**src/rtl/muldiv_unit.sv**
```systemverilog
// Iterative RV M-extension multiply/divide unit.
// Shift-add multiply and restoring divide on operand magnitudes, UNROLL bits per
// cycle, fixed latency of XLEN/UNROLL+1 cycles from the request cycle to resp_v.
module muldiv_unit #(
    parameter int unsigned XLEN   = 32,
    parameter int unsigned UNROLL = 1
) (
    input  logic            clk,
    input  logic            reset,
    input  logic            req_v,
    input  logic [2:0]      funct3,
    input  logic [XLEN-1:0] rs1_data,
    input  logic [XLEN-1:0] rs2_data,
    input  logic            flush,
    output logic            busy,
    output logic            resp_v,
    output logic [XLEN-1:0] rd_data
);

    localparam int unsigned STEPS = XLEN / UNROLL;
    localparam int unsigned CW    = $clog2(STEPS);

    typedef enum logic [1:0] {IDLE, RUN, DONE} state_t;

    state_t          state;
    logic [CW-1:0]   cnt;
    logic [2:0]      op_r;
    logic            neg_r;    // product sign, or quotient sign
    logic            rneg_r;   // remainder sign (sign of dividend)
    logic            div0_r;
    logic [XLEN-1:0] mag_r;    // multiplicand or divisor magnitude
    logic [XLEN:0]   hi_r;     // product high half / partial remainder
    logic [XLEN-1:0] lo_r;     // multiplier / dividend shifting into quotient

    logic            is_div, sgn_a, sgn_b, a_neg, b_neg;
    logic [XLEN-1:0] abs_a, abs_b;
    logic [XLEN:0]   hi_n, sum;
    logic [XLEN-1:0] lo_n;
    logic [2*XLEN-1:0] prod;
    logic [XLEN-1:0] quot, rem, result;

    // Decode operand signedness and magnitudes for the op being offered
    always_comb begin
        is_div = funct3[2];
        sgn_a  = is_div ? ~funct3[0] : (funct3 == 3'b001 || funct3 == 3'b010);
        sgn_b  = is_div ? ~funct3[0] : (funct3 == 3'b001);
        a_neg  = sgn_a & rs1_data[XLEN-1];
        b_neg  = sgn_b & rs2_data[XLEN-1];
        abs_a  = a_neg ? -rs1_data : rs1_data;
        abs_b  = b_neg ? -rs2_data : rs2_data;
    end

    // UNROLL iterations of shift-add or restoring-divide step
    always_comb begin
        hi_n = hi_r;
        lo_n = lo_r;
        sum  = '0;
        for (int unsigned i = 0; i < UNROLL; i++) begin
            if (op_r[2]) begin
                sum  = {hi_n[XLEN-1:0], lo_n[XLEN-1]};
                lo_n = {lo_n[XLEN-2:0], 1'b0};
                if (sum >= {1'b0, mag_r}) begin
                    sum     = sum - {1'b0, mag_r};
                    lo_n[0] = 1'b1;
                end
                hi_n = sum;
            end else begin
                sum  = hi_n + (lo_n[0] ? {1'b0, mag_r} : '0);
                lo_n = {sum[0], lo_n[XLEN-1:1]};
                hi_n = {1'b0, sum[XLEN:1]};
            end
        end
    end

    // Sign correction and result select from the final step values
    always_comb begin
        prod = {hi_n[XLEN-1:0], lo_n};
        if (neg_r) begin
            prod = -prod;
        end
        // divide by zero leaves remainder = |a|, so sign correction restores rs1_data
        quot = div0_r ? '1 : (neg_r ? -lo_n : lo_n);
        rem  = rneg_r ? -hi_n[XLEN-1:0] : hi_n[XLEN-1:0];
        if (op_r[2]) begin
            result = op_r[1] ? rem : quot;
        end else begin
            result = (op_r[1:0] == 2'b00) ? prod[XLEN-1:0] : prod[2*XLEN-1:XLEN];
        end
    end

    // Control FSM with registered busy/resp_v/rd_data and datapath registers
    always_ff @(posedge clk) begin
        if (reset) begin
            state   <= IDLE;
            cnt     <= '0;
            busy    <= 1'b0;
            resp_v  <= 1'b0;
            rd_data <= '0;
        end else begin
            case (state)
                IDLE: begin
                    resp_v <= 1'b0;
                    if (req_v && !flush) begin
                        state  <= RUN;
                        busy   <= 1'b1;
                        cnt    <= '0;
                        op_r   <= funct3;
                        neg_r  <= a_neg ^ b_neg;
                        rneg_r <= a_neg;
                        div0_r <= (rs2_data == '0);
                        hi_r   <= '0;
                        if (is_div) begin
                            lo_r  <= abs_a;
                            mag_r <= abs_b;
                        end else begin
                            lo_r  <= abs_b;
                            mag_r <= abs_a;
                        end
                    end
                end
                RUN: begin
                    if (flush) begin
                        state <= IDLE;
                        busy  <= 1'b0;
                        cnt   <= '0;
                    end else begin
                        hi_r <= hi_n;
                        lo_r <= lo_n;
                        cnt  <= cnt + 1'b1;
                        if (cnt == CW'(STEPS - 1)) begin
                            state   <= DONE;
                            cnt     <= '0;
                            resp_v  <= 1'b1;
                            rd_data <= result;
                        end
                    end
                end
                DONE: begin
                    state  <= IDLE;
                    busy   <= 1'b0;
                    resp_v <= 1'b0;
                end
                default: begin
                    state  <= IDLE;
                    busy   <= 1'b0;
                    resp_v <= 1'b0;
                end
            endcase
        end
    end

endmodule

```
**config.mk**
```make
export PLATFORM = sky130hd
export DESIGN_NAME = muldiv_unit
export DESIGN_NICKNAME = d
export VERILOG_FILES = /design/src/rtl/muldiv_unit.sv
export SDC_FILE = /design/constraint.sdc
export NUM_CORES = 1
export LEC_CHECK = 0
export BUFFER_PORTS_ARGS = -buffer_cell sky130_fd_sc_hd__buf_2
export CAP_MARGIN = 15
export CORE_UTILIZATION = 40
export CTS_CLUSTER_SIZE = 12
export DETAILED_ROUTE_END_ITERATION = 8
export HOLD_SLACK_MARGIN = 0.02
export MAX_ROUTING_LAYER = met4
export SLEW_MARGIN = 20
export SYNTH_ARGS = -nofsm -noshare
export SYNTH_HDL_FRONTEND = slang
export SYNTH_SLANG_ARGS = --single-unit
export TNS_END_PERCENT = 10
```
**constraint.sdc**
```tcl
create_clock -name clk -period 15.56 [get_ports clk]
set_input_delay 3.112 -clock clk [delete_from_list [all_inputs] [get_ports clk]]
set_output_delay 3.112 -clock clk [all_outputs]
set_load 0.02 [all_outputs]
```
==> results.sh, run 1 <==
export IMPL_synth_cells=1976
export IMPL_worstSetupStartpointType="register"
export IMPL_postRouteAntennaNets=0
export IMPL_reg2reg_setup_slack_ps=9280
export IMPL_cts_hold_buffers=0
export IMPL_power_density_nw_per_um2=73.8
export IMPL_hold_depth=2
export IMPL_synth_distinct_cells=98
export IMPL_via_per_inst=6.26
export IMPL_cp_max_fo=10
export IMPL_hold_path_class="reg -> reg"
export IMPL_grt_overflow_total=0
export IMPL_grt_first_pass_wirelength_mm=90.2
export IMPL_maxSlewHeadroom_pct=31.6
export IMPL_fin_crit_ps=6280
export IMPL_maxCapViolCount=0
export IMPL_endpoint_kind="register"
export IMPL_cts_root_buf="clkbuf_16"
export IMPL_drc=0
export IMPL_synthFlopType="edfxtp_1"
export IMPL_synth_area_per_cell_um2=7.88
export IMPL_io_buffers=104
export IMPL_clock_path_buffers=2
export IMPL_vias=15845
export IMPL_yosys_register_bits=144
export IMPL_dieArea_um2=39700
export IMPL_setup_worst_path_class="reg -> reg"
export IMPL_finalWirelength_mm=59.9
export IMPL_grt_pass1_vias=14857
export IMPL_final_setup_skew_ps=12.6
export IMPL_fmax_mhz=159
export IMPL_synth_fp_nets=2119
export IMPL_ir_drop_uv=72.0
export IMPL_hpwl_mm=46.6
export IMPL_cts_buffers=17
export IMPL_worstMarginPinSlew_ps=1030
export IMPL_cts_resized=0
export IMPL_worstPathArrival_ps=6580
export IMPL_finalHoldViolations=0
export IMPL_core_area_um2=38000
export IMPL_antenna_found_initial=1
export IMPL_layout_drive_gt1_share_pct=11.0
export IMPL_fin_cells=2530
export IMPL_cts_tree="built"
export IMPL_initial_core_util_pct=41.0
export IMPL_setup_ws_ps=9280
export IMPL_rows=71
export IMPL_async_flop_share_pct=0
export IMPL_leakage_nw=6.57
export IMPL_dp_cells=2498
export IMPL_area_growth_pct=9.39
export IMPL_period_share_pct=40.3
export IMPL_place_congestion=1.01
export IMPL_pre_cts_ws_ps=9060
export IMPL_tns_ps=0
export IMPL_firstDrtPassIters=6
export IMPL_reg2reg_to="rd_data[20]$_SDFFE_PP0P_"
export IMPL_outcome="finished clean"
export IMPL_cp_required_ps=15860
export IMPL_r2r_start="mag_r[24]$_DFFE_PP_"
export IMPL_chipHeight_um=199
export IMPL_grt_usage_pct=31.1
export IMPL_layout_nets=2149
export IMPL_mostFrequentLayoutCell="nor2_1"
export IMPL_setup_viol=0
export IMPL_pin_count=105
export IMPL_yosys_warnings=0
export IMPL_netlist_area_um2=15600
export IMPL_rsz0062_at_grt="no"
export IMPL_reg2reg_depth=15
export IMPL_clkSinkCount=144
export IMPL_hp_start="rd_data[9]$_SDFFE_PP0P_"
export IMPL_synth_edf_count=103
export IMPL_first_iter_violations=1634
export IMPL_clkSlewWorstSetupHoldPaths_ps=70
export IMPL_wl_per_cell_um=23.7
export IMPL_holdWs_ps=433
export IMPL_grt_start_max_net_pins=148
export IMPL_clk_latency_ps=450
export IMPL_cts_setup_buffers=0
export IMPL_worstHoldEndpoint="rd_data[9]$_SDFFE_PP0P_"
export IMPL_die_x_um=199
export IMPL_slew_violations=0
export IMPL_yosysSeqAreaShare_pct=25.1
export IMPL_h_tree_depth=4
export IMPL_final_cell_mix="nor2_1, nand2_1, a21oi_1, o21ai_0, xnor2_1"
export IMPL_diodes=0
## report_power, final
group / switching [mW] / internal, mW / total, mW
Clock: 0.180 / 0.231 / 0.411
Sequential: 0.0169 / 0.432 / 0.449
Combinational: 0.256 / 0.141 / 0.397
## layout make-up
class | instances | area [um^2]
multi-input cells | 1655 | 11000
clock buffers | 20 | 459
fillers | 3926 | 21000
flip-flops and latches | 144 | 3910
inverters | 61 | 229
clock inverters | 12 | 105
repair buffers | 127 | 708
well taps | 511 | 639
## Yosys cell counts (all sizes together) (60+ instances only)
| cell | number | area (um^2) |
|---|---|---|
| xor2 | 70 | 613 |
| nor3 | 71 | 355 |
| nor2 | 211 | 795 |
| nand2 | 169 | 634 |
| mux2i | 105 | 1050 |
| edfxtp | 103 | 3090 |
| clkbuf | 88 | 330 |
| a21oi | 170 | 862 |
| o21ai | 122 | 611 |
| inv | 60 | 225 |
| xnor2 | 110 | 963 |
| ha | 70 | 876 |
## registers in the layout, indices dropped and copies added, names as in the netlist
signal / flops
lo_r: 32
busy: 1
cnt: 5
op_r: 3
mag_r: 32
rneg_r: 1
rd_data: 32
state: 2
hi_r: 33
neg_r: 1
resp_v: 1
div0_r: 1
## how the worst max path moves through the flow
stage	slack (ps)	end	from	cells past startpoint
global placement	9120	lo_r[29]$_DFFE_PP_	funct3[2]	10
detailed placement	9060	lo_r[29]$_DFFE_PP_	funct3[2]	10
global route	9110	rd_data[31]$_SDFFE_PP0P_	hi_r[14]$_SDFFCE_PN0P_	14
CTS	9540	lo_r[29]$_DFFE_PP_	funct3[2]	10
finish	9280	rd_data[20]$_SDFFE_PP0P_	mag_r[24]$_DFFE_PP_	15
floorplan	6680	hi_r[0]$_SDFFCE_PN0P_	reset	3
## cells by family (layout without fill, tap and decap cells)
family | Yosys count | in the layout | synth area share (%)
and+or+nand+nor | 712 | 712 | 22.3
AOI/OAI and AO/OA | 574 | 574 | 24.4
xor gates and xnor gates | 180 | 180 | 10.1
buffers and inverters | 177 | 220 | 4.53
DFF | 144 | 144 | 25.1
muxes | 117 | 117 | 7.62
adders and majority gates | 72 | 72 | 5.88
## per-layer routing
| layer | vias to the layer above | global-route usage [%] | wire length (um) |
|---|---|---|---|
| met5 | - | - | 0 |
| met2 | 696 | 49.6 | 27700 |
| li1 | 7406 | - | - |
| met1 | 7636 | 40.4 | 26000 |
| met3 | 107 | 4.07 | 4260 |
| met4 | 0 | 10.6 | 1890 |
## worst max-delay path, stage by stage, from the launching register on
cell and delay (ps):
edfxtp_1 500, inv_1 90, ha_1 510, nand3_1 140
nor3_1 560, nand4_1 260, o211ai_2 230, nor2_2 160
a311oi_2 910, nand4_1 450, or4_1 630, or2_2 350
o31ai_1 240, xor2_1 140, a2111oi_0 830, nor3_1 100
## metrics by stage
step,util (%),power (mW),instance area (um^2)
4_1_cts,44.8,1.25,17000
3_5_place_dp,43.3,0.844,16500
3_3_place_gp,43.3,0.841,16500
6_report,44.8,1.26,17000
5_1_grt,44.8,1.31,17000
2_1_floorplan,-,0.718,15600
Power figures use the tool's default switching activity.
==> run 2, diff against run 1 <==
Clock period 15.56 ns to 5.23 ns, I/O delays scaled along.
==> run 2 against run 1 <==
  * Sequential cell count stayed put
  * Critical path depth stayed put
  * First-iteration DRC count fell by 2.9%
  * Core utilization increased by 3.2 points
  * Via count up 3.6%
  * Critical path type unchanged
==> results.sh, run 2 (same netlist as run 1, synthesis figures left out) <==
export IMPL_outcome="finished clean"
export IMPL_initial_core_util_pct=41.0
export IMPL_p_clk_share_pct=32.0
export IMPL_grt_pass1_vias=15218
export IMPL_setup_viol=0
export IMPL_stdcell_area_um2=18300
export IMPL_fin_crit_ps=5050
export IMPL_clock_path_buffers=2
export IMPL_cts_hold_buffers=0
export IMPL_cp_required_ps=5600
export IMPL_endpoint_kind="register"
export IMPL_io_buffers=104
export IMPL_area_growth_pct=17.2
export IMPL_firstDrtPassIters=6
export IMPL_finalWirelength_mm=62.0
export IMPL_slew_violations=0
export IMPL_postRouteAntennaNets=0
export IMPL_final_setup_skew_ps=15.8
export IMPL_p_sw_mw=1.43
export IMPL_first_iter_violations=1586
export IMPL_period_share_pct=96.5
export IMPL_power_density_nw_per_um2=214
export IMPL_cpPeakStageDelay_ps=570
export IMPL_clkSlewWorstSetupHoldPaths_ps=70
export IMPL_fmax_mhz=198
export IMPL_cp_top_family="simple AND/OR/NAND/NOR gates"
export IMPL_ir_drop_uv=243
export IMPL_power_frac_seq_pct=34.0
export IMPL_final_cell_mix="nor2_1, nand2_1, a21oi_1, buf_4, o21ai_0"
export IMPL_clkSinkCount=144
export IMPL_grt_start_max_net_pins=71
export IMPL_layout_nets=2271
export IMPL_worstSetupStartpointType="register"
export IMPL_place_area_um2=17300
export IMPL_vias=16408
export IMPL_leakage_nw=7.18
export IMPL_crit_chain="ha_2 > and3_4 > or3b_4 > nor2b_2 > o21ai_2 > buf_4 > a31o_1 > o22ai_2 > nand4_2 > or4_4 > or3_4 > or4_1 > nor2_1 > mux2_1 > o311ai_1"
export IMPL_finalPower_mw=3.91
export IMPL_cts_buffers=17
export IMPL_hpwl_mm=48.8
export IMPL_maxSlewHeadroom_pct=33.0
export IMPL_setup_worst_path_class="reg -> reg"
export IMPL_grt_first_pass_wirelength_mm=92.0
export IMPL_switching_share_pct=36.6
export IMPL_worstMarginPinSlew_ps=1000
export IMPL_p_int_mw=2.48
export IMPL_place_congestion=1.02
export IMPL_die_x_um=199
export IMPL_via_per_inst=6.18
export IMPL_antenna_found_initial=3
export IMPL_chipHeight_um=199
export IMPL_mostFrequentLayoutCell="nor2_1"
export IMPL_dp_cells=2614
export IMPL_maxCapViolCount=0
export IMPL_slowest_stage="or4_4"
export IMPL_layout_drive_gt1_share_pct=17.8
export IMPL_regMostFlops="hi_r"
export IMPL_pin_count=105
export IMPL_largest_reg_flops=33
export IMPL_wl_per_cell_um=23.4
export IMPL_grt_overflow_total=0
export IMPL_worstPathArrival_ps=5410
export IMPL_fin_cells=2653
export IMPL_dieArea_um2=39700
export IMPL_cts_root_buf="clkbuf_16"
export IMPL_drc=0
export IMPL_cts_tree="built"
export IMPL_path_buf_inv=1
export IMPL_core_area_um2=38000
export IMPL_cp_max_fo=11
export IMPL_rows=71
export IMPL_finalHoldViolations=0
export IMPL_pwr_share_comb_pct=34.0
export IMPL_hold_path_class="reg -> reg"
export IMPL_clk_latency_ps=460
export IMPL_h_tree_depth=4
export IMPL_grt_usage_pct=32.1
run 2: changes by cell type in the layout (fill, tap and decap cells not counted), moves of 5 or more:
cell | previous run | this run
buf_4 | 23 | 142
ha_1 | 70 | 57
ha_2 | 0 | 8
ha_4 | 0 | 5
run 2: tightest hold or removal path, cell delays in order, from the launching register on:
cell	delay (ps)
dfxtp_1	310
nand2_1	50
nand2_1	40
run 2: per-layer routing:
metal	share of wire, %	vias up	track usage, %
li1	-	7659	-
met3	8.0	133	4.30
met4	3.8	0	12.7
met2	46	773	50.3
met5	0	-	-
met1	43	7843	41.9
run 2: final timing paths:
| path | startpoint | end | slack (ps) | depth (start not counted) |
|---|---|---|---|---|
| worst min-delay path | rd_data[16]$_SDFFE_PP0P_ | rd_data[16]$_SDFFE_PP0P_ | 430 | 2 |
| worst max-delay path | hi_r[25]$_SDFFCE_PN0P_ | rd_data[31]$_SDFFE_PP0P_ | 180 | 15 |
| worst max register to register | hi_r[25]$_SDFFCE_PN0P_ | rd_data[31]$_SDFFE_PP0P_ | 180 | 15 |
| worst min register to register | rd_data[16]$_SDFFE_PP0P_ | rd_data[16]$_SDFFE_PP0P_ | 430 | 2 |
run 2: power by group through the flow:
stage | Clock, mW | Combinational [mW] | Sequential [mW]
after floorplan | 0 | 0.802 | 1.33
after global placement | 0 | 1.25 | 1.35
after detailed placement | 0 | 1.26 | 1.35
after CTS | 1.26 | 1.27 | 1.33
after global routing | 1.30 | 1.42 | 1.33
final | 1.25 | 1.33 | 1.33
run 2: per-stage QoR:
stage | hold slack [ps] | setup slack, ps | TNS, ps | utilization [%]
global route | 452 | -81.7 | -132 | 48.0
CTS | 439 | 27.2 | 0 | 47.2
detailed placement | 429 | -285 | -384 | 45.6
global placement | 419 | -244 | -268 | 45.6
finish | 432 | 184 | 0 | 48.0
floorplan | 454 | -200 | -667 | -
run 2: repair_timing:
| item | in CTS | in global routing |
|---|---|---|
| buffers inserted | 0 | 6 |
| gates cloned | 0 | 0 |
| setup endpoints to repair | 2 | 11 |
| resized for setup | 4 | 52 |
| pin swaps | 0 | 8 |
run 2: area by class of cell:
cell class | count | area (um^2)
Multi-Input combinational cell | 1655 | 11200
Antenna cell | 1 | 2.50
Sequential cell | 144 | 3910
Clock buffer | 21 | 493
Timing Repair Buffer | 249 | 1640
Fill cell | 3867 | 19800
Inverter | 61 | 229
Tap cell | 511 | 639
Clock inverter | 11 | 90.1
